==> src/rtl/gray_pkg.sv <==
// gray_pkg: Gray-code helpers shared by the Gray stream counter and the downstream decode stage.
// Values travel in a fixed-width word. Callers zero-extend their value into it and truncate the
// result. Both functions give the right answer for any width up to GRAY_MAX_W.
package gray_pkg;

   localparam int unsigned GRAY_MAX_W = 32;

   typedef logic [GRAY_MAX_W-1:0] gray_word_t;

   // Binary to Gray: each bit is the XOR of itself and its upper neighbour.
   function automatic gray_word_t bin2gray(input gray_word_t b);
      return b ^ (b >> 1);
   endfunction

   // Gray to binary: prefix XOR running down from the MSB.
   function automatic gray_word_t gray2bin(input gray_word_t g);
      gray_word_t b;
      b[GRAY_MAX_W-1] = g[GRAY_MAX_W-1];
      for (int i = int'(GRAY_MAX_W) - 2; i >= 0; i--) begin
         b[i] = b[i+1] ^ g[i];
      end
      return b;
   endfunction

endpackage

==> src/rtl/gray_stream_counter.sv <==
// gray_stream_counter: binary counter that emits each new count as a Gray code on a
// valid/ready stream. It feeds the Gray-to-binary decode stage. Consecutive codes differ in
// exactly one bit.
//
// Optional feature: define GRAY_CNT_DOWN_EN to add the dir port and allow down-counting.
//
// Ports:
//   clk, resetn   clock (rising edge) and asynchronous active-low reset
//   clr           synchronous clear, highest priority
//   load/load_val synchronous load of a binary value; emits its Gray code
//   inc_valid     increment request, accepted when inc_valid && inc_ready
//   inc_ready     combinational: !gray_valid || gray_ready
//   dir           0 = up, 1 = down (only with GRAY_CNT_DOWN_EN)
//   gray_valid    gray holds an unconsumed code
//   gray_ready    downstream consumes gray when gray_valid && gray_ready
//   gray          registered Gray code of the current count
//   tc            registered terminal count (all-ones going up, zero going down)
//
// DATA_WIDTH must be between 2 and gray_pkg::GRAY_MAX_W.
module gray_stream_counter
   import gray_pkg::*;
#(
   parameter int unsigned DATA_WIDTH = 16
) (
   input  logic                  clk,
   input  logic                  resetn,
   input  logic                  clr,
   input  logic                  load,
   input  logic [DATA_WIDTH-1:0] load_val,
   input  logic                  inc_valid,
   output logic                  inc_ready,
`ifdef GRAY_CNT_DOWN_EN
   input  logic                  dir,
`endif
   output logic                  gray_valid,
   input  logic                  gray_ready,
   output logic [DATA_WIDTH-1:0] gray,
   output logic                  tc
);

   localparam int unsigned W = DATA_WIDTH;

   logic [W-1:0] count;
   logic [W-1:0] step_val;
   logic         down;
   logic         accept;
   logic         step_tc;
   logic         load_tc;

`ifdef GRAY_CNT_DOWN_EN
   assign down = dir;
`else
   assign down = 1'b0;
`endif

   // The next value for an accepted increment, in the direction sampled this cycle.
   assign step_val = down ? (count - W'(1)) : (count + W'(1));

   // tc is evaluated on the value about to be registered, using the same sampled direction.
   assign step_tc = down ? (step_val == '0) : (step_val == '1);
   assign load_tc = down ? (load_val == '0) : (load_val == '1);

   // A new increment can be taken when the output slot is empty or is being drained.
   assign inc_ready = !gray_valid || gray_ready;
   assign accept    = inc_valid && inc_ready;

   // Priority: clr > load > accepted increment > drain.
   always_ff @(posedge clk or negedge resetn) begin
      if (!resetn) begin
         count      <= '0;
         gray       <= '0;
         gray_valid <= 1'b0;
         tc         <= 1'b0;
      end else if (clr) begin
         count      <= '0;
         gray       <= '0;
         gray_valid <= 1'b0;
         tc         <= 1'b0;
      end else if (load) begin
         count      <= load_val;
         gray       <= W'(bin2gray(gray_word_t'(load_val)));
         gray_valid <= 1'b1;
         tc         <= load_tc;
      end else if (accept) begin
         count      <= step_val;
         gray       <= W'(bin2gray(gray_word_t'(step_val)));
         gray_valid <= 1'b1;
         tc         <= step_tc;
      end else if (gray_valid && gray_ready) begin
         gray_valid <= 1'b0;
      end
   end

endmodule

==> config.mk <==
export PLATFORM = sky130hd
export DESIGN_NAME = gray_stream_counter
export DESIGN_NICKNAME = d
export VERILOG_FILES = /design/src/rtl/gray_pkg.sv /design/src/rtl/gray_stream_counter.sv
export SDC_FILE = /design/constraint.sdc
export NUM_CORES = 1
export LEC_CHECK = 0
export ABC_CLOCK_PERIOD_IN_PS = 3090
export CAP_MARGIN = 20
export CORE_MARGIN = 8
export CORE_UTILIZATION = 57
export CTS_CLUSTER_DIAMETER = 30
export DETAILED_ROUTE_END_ITERATION = 8
export HOLD_SLACK_MARGIN = 0.02
export PLACE_DENSITY = 0.84
export SLEW_MARGIN = 20
export SYNTH_ARGS = -nofsm -noshare
export SYNTH_HDL_FRONTEND = slang
export SYNTH_SLANG_ARGS = --single-unit
==> constraint.sdc <==
create_clock -name clk -period 3.09 [get_ports clk]
set_input_delay 0.618 -clock clk [delete_from_list [all_inputs] [get_ports clk]]
set_output_delay 0.618 -clock clk [all_outputs]
set_load 0.1 [all_outputs]
==> impl_metrics.ini <==
[run_status]
status = finished clean

[logic_synthesis]
synth-edff-count = 0
synth_area_leaders = dfrtp_1 (36%), xnor2_1 (11%), nand2_1 (7.4%), xor2_1 (5.7%), o21ai_0 (4.1%)
synth_seq_cells = 33
syn_nets = 295
synth_cells = 272
synth_top_area_frac = 0.360
yosysMostFrequentCell = nand2_1
yosysSeqAreaShare = 0.360
synthFlopType = dfrtp_1
synth_area_per_cell_um2 = 8.44
ys_types = 45
synthArstFlopShare = 1.00
syn_area_um2 = 2300
yosys_warnings = 0
synth_common_cells = nand2_1 (45), dfrtp_1 (33), xnor2_1 (30), nor2_1 (20), o21ai_0 (19)
synth_area_leader_cell = dfrtp_1

[global_routing]
grt_max_degree = 34
grt_usage = 0.209
grt_pass1_wl_um = 10500
overflow = 0
grt_pass1_vias = 2143
grt_antenna_before_repair = 0

[floorplanning]
die_y_um = 79.5
core_um2 = 3940
die-area_um2 = 6310
io_pins = 41
initial_core_util = 0.582
fp.dieW_um = 79.5
row_count = 23

[pwr]
power.leakage_nw = 1.18
ir_drop_uv = 327
power.density_nw_per_um2 = 500
power_mw = 1.40

[sta]
max_freq_mhz = 380
finalSetupViolCount = 0
rsz0062_at_grt = no
period_minus_slack_ps = 2630
finalHoldViolations = 0
final_max_slew_viol_count = 0
fin_skew_ps = 11.6
maxSlewHeadroom = 0.645
hold_slack_ps = 484
timing.final.crit_share = 0.851
timing.final.ws_setup_ps = 460
tightest_slew_ps = 531
tns_ps = 0

[detailed_routing]
routed_wl_um = 6170
drc = 0
via_per_inst = 5.94
drt-initial-drc-count = 173
postRouteAntennaNets = 0
num_vias = 2119
dr.pass1.iters = 4
wire_per_inst_um = 17.3

[worst_setup_path]
critPathArrivalTime_ps = 2830
crit_required_ps = 3290
cpMaxStageDelayCell = or4b_1
worstSetupStartpointType = register
cp-end-kind = register
max_stage_delay_ps = 560
crit_fanout = 9
r2r_slack_ps = 460
cp_cell_sequence = ha_1, nand2_1, nor3_2, xnor2_1, or4b_1, o31a_1, o31ai_2
criticalPathCategory = register to register

[cts]
cts_tree = built
clk_path_buf_depth = 2
cts_hold_buffers = 0
post_cts_resized = 0
path_clk_slew_ps = 70
clock_tree.root_cell = clkbuf_8
cts_setup_buffers = 0
cts_max_level = 2
insertion_delay_ps = 300
cts_sinks = 33
numCtsBuffers = 5

[placed_design]
place.detailed.hpwl_um = 4380
gp_congestion = 0.914
dp_cells = 349
placed_cell_area_um2 = 2670
dp_worst_setup_slack_ps = 512
numPortBuffers = 40

[finish]
fin_nets = 329
drive_gt1_frac = 0.127
stdcell_count = 357
fin_area_um2 = 2810
diodes = 0
fill_cells = 323
fin_util = 0.712
area_growth_syn_to_layout_pct = 22.2

[worst_hold_path]
hold_class = register to register

[run]
maxCapViolations = 0
==> sequential cells by signal, summed over array words and instances (netlist names) <==
register / count
gray: 16
count: 15
gray_valid: 1
tc: 1
==> critical path: cells and delay by family, from the launching register on <==
family	cells	cell delay, ps
simple gates	3	930
flops	1	510
compound gates	2	500
fa+ha+maj	1	430
xor+xnor	1	170
==> layout make-up <==
cell class / count / area (µm²) / area share
multi-input combinational: 214 / 1360 / 0.485
tap: 50 / 62.6 / 0.0223
sequential: 33 / 826 / 0.294
inverter: 5 / 18.8 / 0.00669
clock buffer: 5 / 68.8 / 0.0245
timing repair buffer: 47 / 405 / 0.144
clock inverter: 3 / 65.1 / 0.0232
==> worst paths after layout <==
check / start / to / cells past startpoint
min in group asynchronous: resetn / count[10] / 2
max in group asynchronous: resetn / tc / 2
worst max-delay path: count[0] / tc / 7
worst min-delay path: gray[12] / gray[12] / 2
worst min register to register: gray[12] / gray[12] / 2
worst max register to register: count[0] / tc / 7
==> cell usage in the layout (no fill, tap or decap), types with 6 or more instances in the layout <==
cell and n:
xnor2_1 30, a21oi_1 13, dfrtp_1 33, o221ai_1 6, xor2_1 15, buf_4 26
a22o_1 7, nand2_1 45, o21ai_0 19, nor2_1 20, nand3_1 10, clkdlybuf4s50_1 21
==> per-layer routing <==
metal  wire length [µm]  part of all wire  global-route usage
met2               2930              0.47               0.329
met3                426             0.069              0.0563
met1               2620              0.42               0.245
met4                191             0.031               0.137
met5                  0                 0                   0
==> cells by family after synthesis <==
group / share of synthesized area
AND/OR/NAND/NOR: 0.201
AO/OA/AOI/OAI: 0.187
XOR/XNOR: 0.181
flip-flops: 0.360
buffers and inverters: 0.0480
multiplexers: 0.0174
adder cells (fa/ha/maj): 0.00545
==> power breakdown <==
group / switching [mW] / internal, mW / leakage, nW / total [mW]
clock network: 0.174 / 0.321 / 0.0681 / 0.495
logic: 0.281 / 0.130 / 0.674 / 0.411
registers: 0.0340 / 0.464 / 0.440 / 0.498
total: 0.489 / 0.914 / 1.18 / 1.40
Note: power is estimated with default switching activity, not from simulation.
